===== src/rtl/rf_write_arbiter_if.sv =====
// Writeback bus shared between the producers and the register-file write arbiter.
//   master : producer/test side (drives requests, stall, flush; observes grants and rf port)
//   slave  : arbiter side
// Signals:
//   src_valid/src_waddr/src_wdata : per-source request, packed, source 0 in LSBs
//   src_ready                     : one-hot grant
//   stall/flush                   : register-file port unavailable / discard held entry
//   rf_we/rf_waddr/rf_wdata       : register-file write port
//   idle                          : nothing held and nothing requested
interface rf_write_arbiter_if #(
   parameter int unsigned NUM_SRC        = 3,
   parameter int unsigned DATA_WIDTH     = 32,
   parameter int unsigned REG_ADDR_WIDTH = 5
);
   logic [NUM_SRC-1:0]                src_valid;
   logic [NUM_SRC*REG_ADDR_WIDTH-1:0] src_waddr;
   logic [NUM_SRC*DATA_WIDTH-1:0]     src_wdata;
   logic [NUM_SRC-1:0]                src_ready;
   logic                              stall;
   logic                              flush;
   logic                              rf_we;
   logic [REG_ADDR_WIDTH-1:0]         rf_waddr;
   logic [DATA_WIDTH-1:0]             rf_wdata;
   logic                              idle;

   modport master (
      output src_valid, src_waddr, src_wdata, stall, flush,
      input  src_ready, rf_we, rf_waddr, rf_wdata, idle
   );

   modport slave (
      input  src_valid, src_waddr, src_wdata, stall, flush,
      output src_ready, rf_we, rf_waddr, rf_wdata, idle
   );
endinterface


===== src/rtl/rf_write_arbiter.sv =====
// Round-robin arbiter sharing the single register-file write port between
// NUM_SRC writeback producers, with a one-entry registered output stage.
// Ports:
//   clk, rst  : clock, asynchronous active-high reset
//   bus       : rf_write_arbiter_if.slave (requests, grants, stall/flush, rf port, idle)
//   perf_conflict_cnt, perf_stall_cnt : saturating counters, present only when
//               RF_WRITE_ARB_PERF_EN is defined
module rf_write_arbiter #(
   parameter int unsigned NUM_SRC        = 3,
   parameter int unsigned DATA_WIDTH     = 32,
   parameter int unsigned REG_ADDR_WIDTH = 5,
   parameter int unsigned REG_ZERO_IDX   = 0
) (
   input  logic                  clk,
   input  logic                  rst,
   rf_write_arbiter_if.slave     bus
`ifdef RF_WRITE_ARB_PERF_EN
   ,
   output logic [31:0]           perf_conflict_cnt,
   output logic [31:0]           perf_stall_cnt
`endif
);

   localparam int unsigned PTR_W = $clog2(NUM_SRC);
   localparam int unsigned AW    = REG_ADDR_WIDTH;
   localparam int unsigned DW    = DATA_WIDTH;

   logic [PTR_W-1:0]   rr_ptr;
   logic               out_vld;
   logic [AW-1:0]      out_addr;
   logic [DW-1:0]      out_data;

   logic [NUM_SRC-1:0] grant_c;
   logic [PTR_W-1:0]   gnt_idx_c;
   logic               gnt_any_c;
   logic [PTR_W-1:0]   ptr_nxt_c;
   logic [AW-1:0]      gnt_addr_c;
   logic [DW-1:0]      gnt_data_c;
   int unsigned        cand_c;

   // Round-robin search from rr_ptr; no grant while stalled or in reset
   always_comb begin
      grant_c   = '0;
      gnt_idx_c = '0;
      gnt_any_c = 1'b0;
      cand_c    = 0;
      if (!rst && !bus.stall) begin
         for (int unsigned k = 0; k < NUM_SRC; k++) begin
            cand_c = (32'(rr_ptr) + k) % NUM_SRC;
            if (!gnt_any_c && bus.src_valid[PTR_W'(cand_c)]) begin
               gnt_any_c                = 1'b1;
               gnt_idx_c                = PTR_W'(cand_c);
               grant_c[PTR_W'(cand_c)]  = 1'b1;
            end
         end
      end
   end

   // One-hot AND-OR mux of the granted source's payload
   always_comb begin
      gnt_addr_c = '0;
      gnt_data_c = '0;
      for (int unsigned i = 0; i < NUM_SRC; i++) begin
         if (grant_c[i]) begin
            gnt_addr_c = gnt_addr_c | bus.src_waddr[i*AW +: AW];
            gnt_data_c = gnt_data_c | bus.src_wdata[i*DW +: DW];
         end
      end
   end

   assign ptr_nxt_c = (gnt_idx_c == PTR_W'(NUM_SRC - 1)) ? '0 : gnt_idx_c + 1'b1;

   // Pointer and output stage; a grant during flush is consumed but never written
   always_ff @(posedge clk or posedge rst) begin
      if (rst) begin
         rr_ptr   <= '0;
         out_vld  <= 1'b0;
         out_addr <= '0;
         out_data <= '0;
      end else begin
         if (gnt_any_c) begin
            rr_ptr <= ptr_nxt_c;
         end
         if (!bus.stall) begin
            out_vld <= gnt_any_c && (gnt_addr_c != AW'(REG_ZERO_IDX));
            if (gnt_any_c) begin
               out_addr <= gnt_addr_c;
               out_data <= gnt_data_c;
            end
         end
         if (bus.flush) begin
            out_vld <= 1'b0;
         end
      end
   end

   assign bus.src_ready = grant_c;
   assign bus.rf_we     = out_vld && !bus.stall && !bus.flush;
   assign bus.rf_waddr  = out_addr;
   assign bus.rf_wdata  = out_data;
   assign bus.idle      = !out_vld && (bus.src_valid == '0);

`ifdef RF_WRITE_ARB_PERF_EN
   // Saturating event counters
   always_ff @(posedge clk or posedge rst) begin
      if (rst) begin
         perf_conflict_cnt <= '0;
         perf_stall_cnt    <= '0;
      end else begin
         if (!bus.stall && ($countones(bus.src_valid) > 1) && (perf_conflict_cnt != '1)) begin
            perf_conflict_cnt <= perf_conflict_cnt + 32'd1;
         end
         if (bus.stall && out_vld && (perf_stall_cnt != '1)) begin
            perf_stall_cnt <= perf_stall_cnt + 32'd1;
         end
      end
   end
`endif

endmodule


===== src/flat_wrapper.sv =====
// flat-port wrapper written by rule: the top's interface ports become plain ports
module rf_write_arbiter_flat 
#(
   parameter int unsigned NUM_SRC        = 3,
   parameter int unsigned DATA_WIDTH     = 32,
   parameter int unsigned REG_ADDR_WIDTH = 5,
   parameter int unsigned REG_ZERO_IDX   = 0
)
  (clk, rst, bus_src_valid, bus_src_waddr, bus_src_wdata, bus_stall, bus_flush, bus_src_ready, bus_rf_we, bus_rf_waddr, bus_rf_wdata, bus_idle);
  rf_write_arbiter_if #(.NUM_SRC(NUM_SRC), .DATA_WIDTH(DATA_WIDTH), .REG_ADDR_WIDTH(REG_ADDR_WIDTH)) bus_i ();
  input  logic clk;
  input  logic rst;
  input wire logic [$bits(bus_i.src_valid)-1:0] bus_src_valid;
  input wire logic [$bits(bus_i.src_waddr)-1:0] bus_src_waddr;
  input wire logic [$bits(bus_i.src_wdata)-1:0] bus_src_wdata;
  input wire logic [$bits(bus_i.stall)-1:0] bus_stall;
  input wire logic [$bits(bus_i.flush)-1:0] bus_flush;
  output wire logic [$bits(bus_i.src_ready)-1:0] bus_src_ready;
  output wire logic [$bits(bus_i.rf_we)-1:0] bus_rf_we;
  output wire logic [$bits(bus_i.rf_waddr)-1:0] bus_rf_waddr;
  output wire logic [$bits(bus_i.rf_wdata)-1:0] bus_rf_wdata;
  output wire logic [$bits(bus_i.idle)-1:0] bus_idle;
  assign bus_i.src_valid = bus_src_valid;
  assign bus_i.src_waddr = bus_src_waddr;
  assign bus_i.src_wdata = bus_src_wdata;
  assign bus_i.stall = bus_stall;
  assign bus_i.flush = bus_flush;
  assign bus_src_ready = bus_i.src_ready;
  assign bus_rf_we = bus_i.rf_we;
  assign bus_rf_waddr = bus_i.rf_waddr;
  assign bus_rf_wdata = bus_i.rf_wdata;
  assign bus_idle = bus_i.idle;
  rf_write_arbiter #(.NUM_SRC(NUM_SRC), .DATA_WIDTH(DATA_WIDTH), .REG_ADDR_WIDTH(REG_ADDR_WIDTH), .REG_ZERO_IDX(REG_ZERO_IDX)) u_core (.clk(clk), .rst(rst), .bus(bus_i));
endmodule

===== config.mk =====
export PLATFORM = sky130hd
export DESIGN_NAME = rf_write_arbiter_flat
export DESIGN_NICKNAME = d
export VERILOG_FILES = /design/src/rtl/rf_write_arbiter_if.sv /design/src/rtl/rf_write_arbiter.sv /design/src/flat_wrapper.sv
export SDC_FILE = /design/constraint.sdc
export NUM_CORES = 1
export LEC_CHECK = 0
export ABC_AREA = 1
export CORE_MARGIN = 1.5
export CORE_UTILIZATION = 37
export CTS_BUF_LIST = sky130_fd_sc_hd__clkbuf_2
export CTS_CLUSTER_DIAMETER = 60
export DETAILED_ROUTE_END_ITERATION = 16
export PLACE_DENSITY = 0.83
export SLEW_MARGIN = 20
export SYNTH_ARGS = -nofsm -noshare
export SYNTH_HDL_FRONTEND = slang
export SYNTH_SLANG_ARGS = --single-unit

===== constraint.sdc =====
create_clock -name clk -period 2.5 [get_ports clk]
set_input_delay 0.375 -clock clk [delete_from_list [all_inputs] [get_ports clk]]
set_output_delay 0.375 -clock clk [all_outputs]
set_load 0.01 [all_outputs]

After elaboration in Yosys (flattened, before gate mapping)
Cells that the tools add are included.

$add $sub $neg: 3. Divide/modulo/power cells: 3. $lt $le $gt $ge: 6. Eq/ne operators: 2. Multiplexer cells: 37. Bitwise gates (word level): 7. Reductions and logical operators: 19.

Operators by type and width (count): $mux 32 (3); $mod 32x2->32 const B (2); $or 32x32->32 (2); $mod 2x2->32 const B (1); $mux 3 (6); $mux 5 (3); $mux 1 (14); $logic_and 1x1->1 (10); $mux 2 (5); $or 5x5->5 (2); $lt 2x3->1 const B (3); $bmux 1 s2 (3); $demux 1 s2 (3); $ge 2x1->1 const B (3); $logic_not 1->1 (6); $or 3x3->3 (2); $reduce_bool 5->1 (1); $add 2x1->3 const B (1); $add 2x2->3 const B (1); $logic_not 3->1 (1); $add 2x1->2 const B (1); $eq 2x2->1 const B (1); $ne 2x1->1 const B (1); $reduce_and 2->1 (1); $not 1->1 (1).

Register bits after elaboration: 40. Input port bits: 118. Output and inout port bits: 42. Logic and storage cells: 81.

Depth between registers and ports, before layout
Word-level depth: 22. Gate-level depth with buffers: 16. Depth with buffers taken out: 16.

Worst setup path after synthesis
Ideal clock, no wire load.

Path kind: register -> output. Start: register u_core.rr_ptr[0]. End: output port bus_src_ready[1]. Arrival time: 1.715 ns. Required time: 2.125 ns. Path slack: 0.410 ns. Cell stages (with the launch flop): 13. Path buffers: 1. Cells stage by stage: dfrtp_1 -> inv_1 -> ha_1 -> inv_2 -> nand2_1 -> nand3_1 -> nand2_2 -> nor2_4 -> nand3_1 -> nand2_2 -> nand2_1 -> clkinv_2 -> buf_4.

Cells in the longest elaborated chain, start to end: 13. Elaborated cells on any way between the ends: 42. Those cells by class: add/sub: 2; div: 3; order compare: 6; mux: 22; bitwise: 2; reduce/logical: 7.

RTL lines: from (decl) (line rf_write_arbiter.sv:28) `logic [PTR_W-1:0] rr_ptr;`; from (signal assigned) (line rf_write_arbiter.sv:82) `rr_ptr <= ptr_nxt_c;`; parallel branches: the longest is 11 deep, another holds $mod 32x2->32; $mux 3 * (line rf_write_arbiter.sv:50) `if (!gnt_any_c && bus.src_valid[PTR_W'(cand_c)]) begin`; $mux 3 * (line rf_write_arbiter.sv:47) `if (!rst && !bus.stall) begin`; to (decl) (line flat_wrapper.sv:18) `output wire logic [$bits(bus_i.src_ready)-1:0] bus_src_ready;`.

Every way passes the cells marked *. The select of a mux whose other input is x is not followed.

Worst setup path in the final report
Start: register u_core.rr_ptr[1]. End: output port bus_src_ready[0].

The elaborated chain is that of the path after synthesis.

==> out/metrics.cfg <==
[outcome]
status = finished clean

[worst_setup_path]
critical_path.cell_chain = ha_4, nand2_1, nand3_2, nand2_4, nor2_4, nand3_2, a21oi_2, buf_2
path_buf_inv = 1
slowest_delay_ps = 490
critical_path_class = reg2out
crit_family = simple AND/OR/NAND/NOR gates
crit_path_start_kind = flip-flop
cp_max_fo = 5
worstPathRequired_ps = 2120
cp.arrival_ps = 2080
critical_path.slowest_cell = dfrtp_2
end_kind = output port
cpMostUsedCell = nand3_2

[pwr]
p_leak_nw = 1.818
max-vdd-ir-drop_mv = 0.8228
powerDensity_nw_per_um2 = 1135
p_total_mw = 4.947

[detailed_routing]
postRouteAntennaNets = 0
avgRoutedWirePerCell_microns = 15.60
drc_errors = 0
vias_per_cell = 5.147
first_pass_iters = 4
first_iter_violations = 174
finalWirelength_mm = 9.000
vias = 2970

[floorplanning]
num_rows = 29
design.core.area_sq_um = 6277
die_height_microns = 83.16
dieArea_sq_um = 6915
io_pins = 160
initial_utilization_pct = 37.87
die_w_microns = 83.16

[cells_and_area]
final_cell_area_sq_um = 4359
area_growth_pct = 83.37
nNetsFinal = 621
drive_gt1_share_pct = 15.20
n_antenna_cell = 0

[min_path]
hp-class = in2async

[timing]
finalHoldViolations = 0
worst-slew-pin-transition_ps = 777.9
fin_worst_skew_ps = 43.46
worst_slack_ps = 49.55
fin_crit_ps = 2450
rsz0062_at_grt = true
min_period_over_period_pct = 98.02
drv_slew = 0
setup_viol = 0
timing.fmax_mhz = 408.1
slew_headroom_pct = 47.82

[placed_design]
portBuffers = 159
placed_area_sq_um = 4128
dp_hpwl_mm = 6.515
routabilityCongestion = 1.060
pre_cts_slack_ps = -165.3

[run]
max_cap_violations = 0

[global_route]
grt_pass1_wl_mm = 13.81
grt_overflow = 0
grt_util_all_layers_pct = 24.71
grt_pass1_vias = 2851
grt_start_max_net_pins = 32
antenna_found_initial = 0

[cts]
cts.path.max_buffers = 2
cts_num_sinks = 40
clk_latency_ps = 400
cts_tree = yes
cts.clk_slew.worst_paths_ps = 220
hold_buffers = 0
cts_root_buf = clkbuf_2
numCtsBuffers = 5
htreeDepth = 2

[yosys]
synth_edf_count = 0
synth_cell_types = 27
synth_seq_area_share_pct = 42.11
syn_inst = 320
netlist_area_sq_um = 2377
synthArstFlopShare_pct = 100.0
synth_area_leader_cell = dfrtp_1
synthMostInstantiatedCell = nand2_1
synth.area.top_cells = dfrtp_1 42%, nand2_1 13%, a31oi_1 8.2%, a21oi_1 7.4%, nand3_1 6.9%
synth-main-ff-cell = dfrtp_1
avgSynthCellArea_sq_um = 7.429
ys_top_cells_by_count = 83 x nand2_1, 40 x dfrtp_1, 35 x a21oi_1
synth_warnings = 0
synth_nets = 442
ys_seq_elements = 40
synth_top_area_share_pct = 42.11

## registers in the layout, summed over array words and instances (netlist names)
| signal | flops |
|---|---|
| u_core.bus.rf_wdata | 32 |
| u_core.bus.rf_waddr | 5 |
| u_core.rr_ptr | 2 |
| u_core.out_vld | 1 |
## report_power, final
group	internal, mW	leakage [nW]	switching, mW	total, mW
Sequential	0.978	0.472	0.182	1.16
Clock	0.0750	0.0306	0.204	0.279
Combinational	1.72	1.32	1.79	3.51
## metrics by stage
step | hold WS, ps | utilization [%] | TNS, ps | cells
final | 340.0 | 69.44 | 0 | 577
after detailed placement | 466.4 | 65.76 | -478.1 | 557
after global routing | 351.3 | 69.44 | -170.8 | 577
after CTS | 347.4 | 67.23 | -21.08 | 568
after floorplan | 491.1 | - | 0 | 320
after global placement | 460.8 | 65.76 | -199.0 | 557
## final timing paths
check	start	endpoint	slack (ps)	cells past startpoint
max in group asynchronous	rst	u_core.bus.rf_waddr[3]	1600	3
worst max-delay path	u_core.rr_ptr[1]	bus_src_ready[0]	50	8
worst min register to register	u_core.bus.rf_waddr[1]	u_core.bus.rf_waddr[1]	500	1
worst max register to register	u_core.rr_ptr[1]	u_core.out_vld	190	16
worst min-delay path	rst	u_core.rr_ptr[1]	340	2
min in group clk	bus_src_wdata[58]	u_core.bus.rf_wdata[26]	490	3
## metal layers
metal | up-vias | wire (microns) | track usage (%)
met5 | - | 0 | 0
met4 | 0 | 221 | 8.333
met3 | 20 | 608 | 5.169
met2 | 141 | 4668 | 43.46
met1 | 1364 | 3502 | 30.04
li1 | 1445 | - | -
## layout by cell type (no fill, tap or decap), types with 2 or more instances in the layout
cell               n
a21o_1             5
a21oi_1           34
a31oi_1           31
buf_12             3
buf_4             28
clkbuf_2           7
clkdlybuf4s50_1  156
clkinv_1           2
dfrtp_1           39
ha_1               2
ha_4               2
inv_1              8
inv_2              4
inv_4              2
nand2_1           77
nand2_2            9
nand2_4            3
nand3_1           25
nand3_2           10
nor2_1            34
o21ai_0            3
o21ai_1            2
## area by class of cell
class	instances	area, sq um
clock buffer	7	35.03
clock inverter	1	3.754
fill	504	1918
inverter	17	75.07
multi-input combinational	246	1299
sequential	40	1002
tap	77	96.34
timing repair buffer	189	1848
## what timing repair did
action	CTS	global route
setup buffers	3	9
gates resized for setup	21	20
pin swaps	5	16
endpoints found under the setup margin	3	9
gates cloned	0	0
hold endpoints to repair	0	0
## kinds of logic (layout without fill, tap and decap cells)
group	count (synthesis)	count (layout)	synth area share, %
compound gates	77	77	18.47
simple gates	165	165	29.90
flops	40	40	42.11
buf+inv	34	214	7.421
fa+ha+maj	4	4	2.105
(Power assumes the default switching activity.)
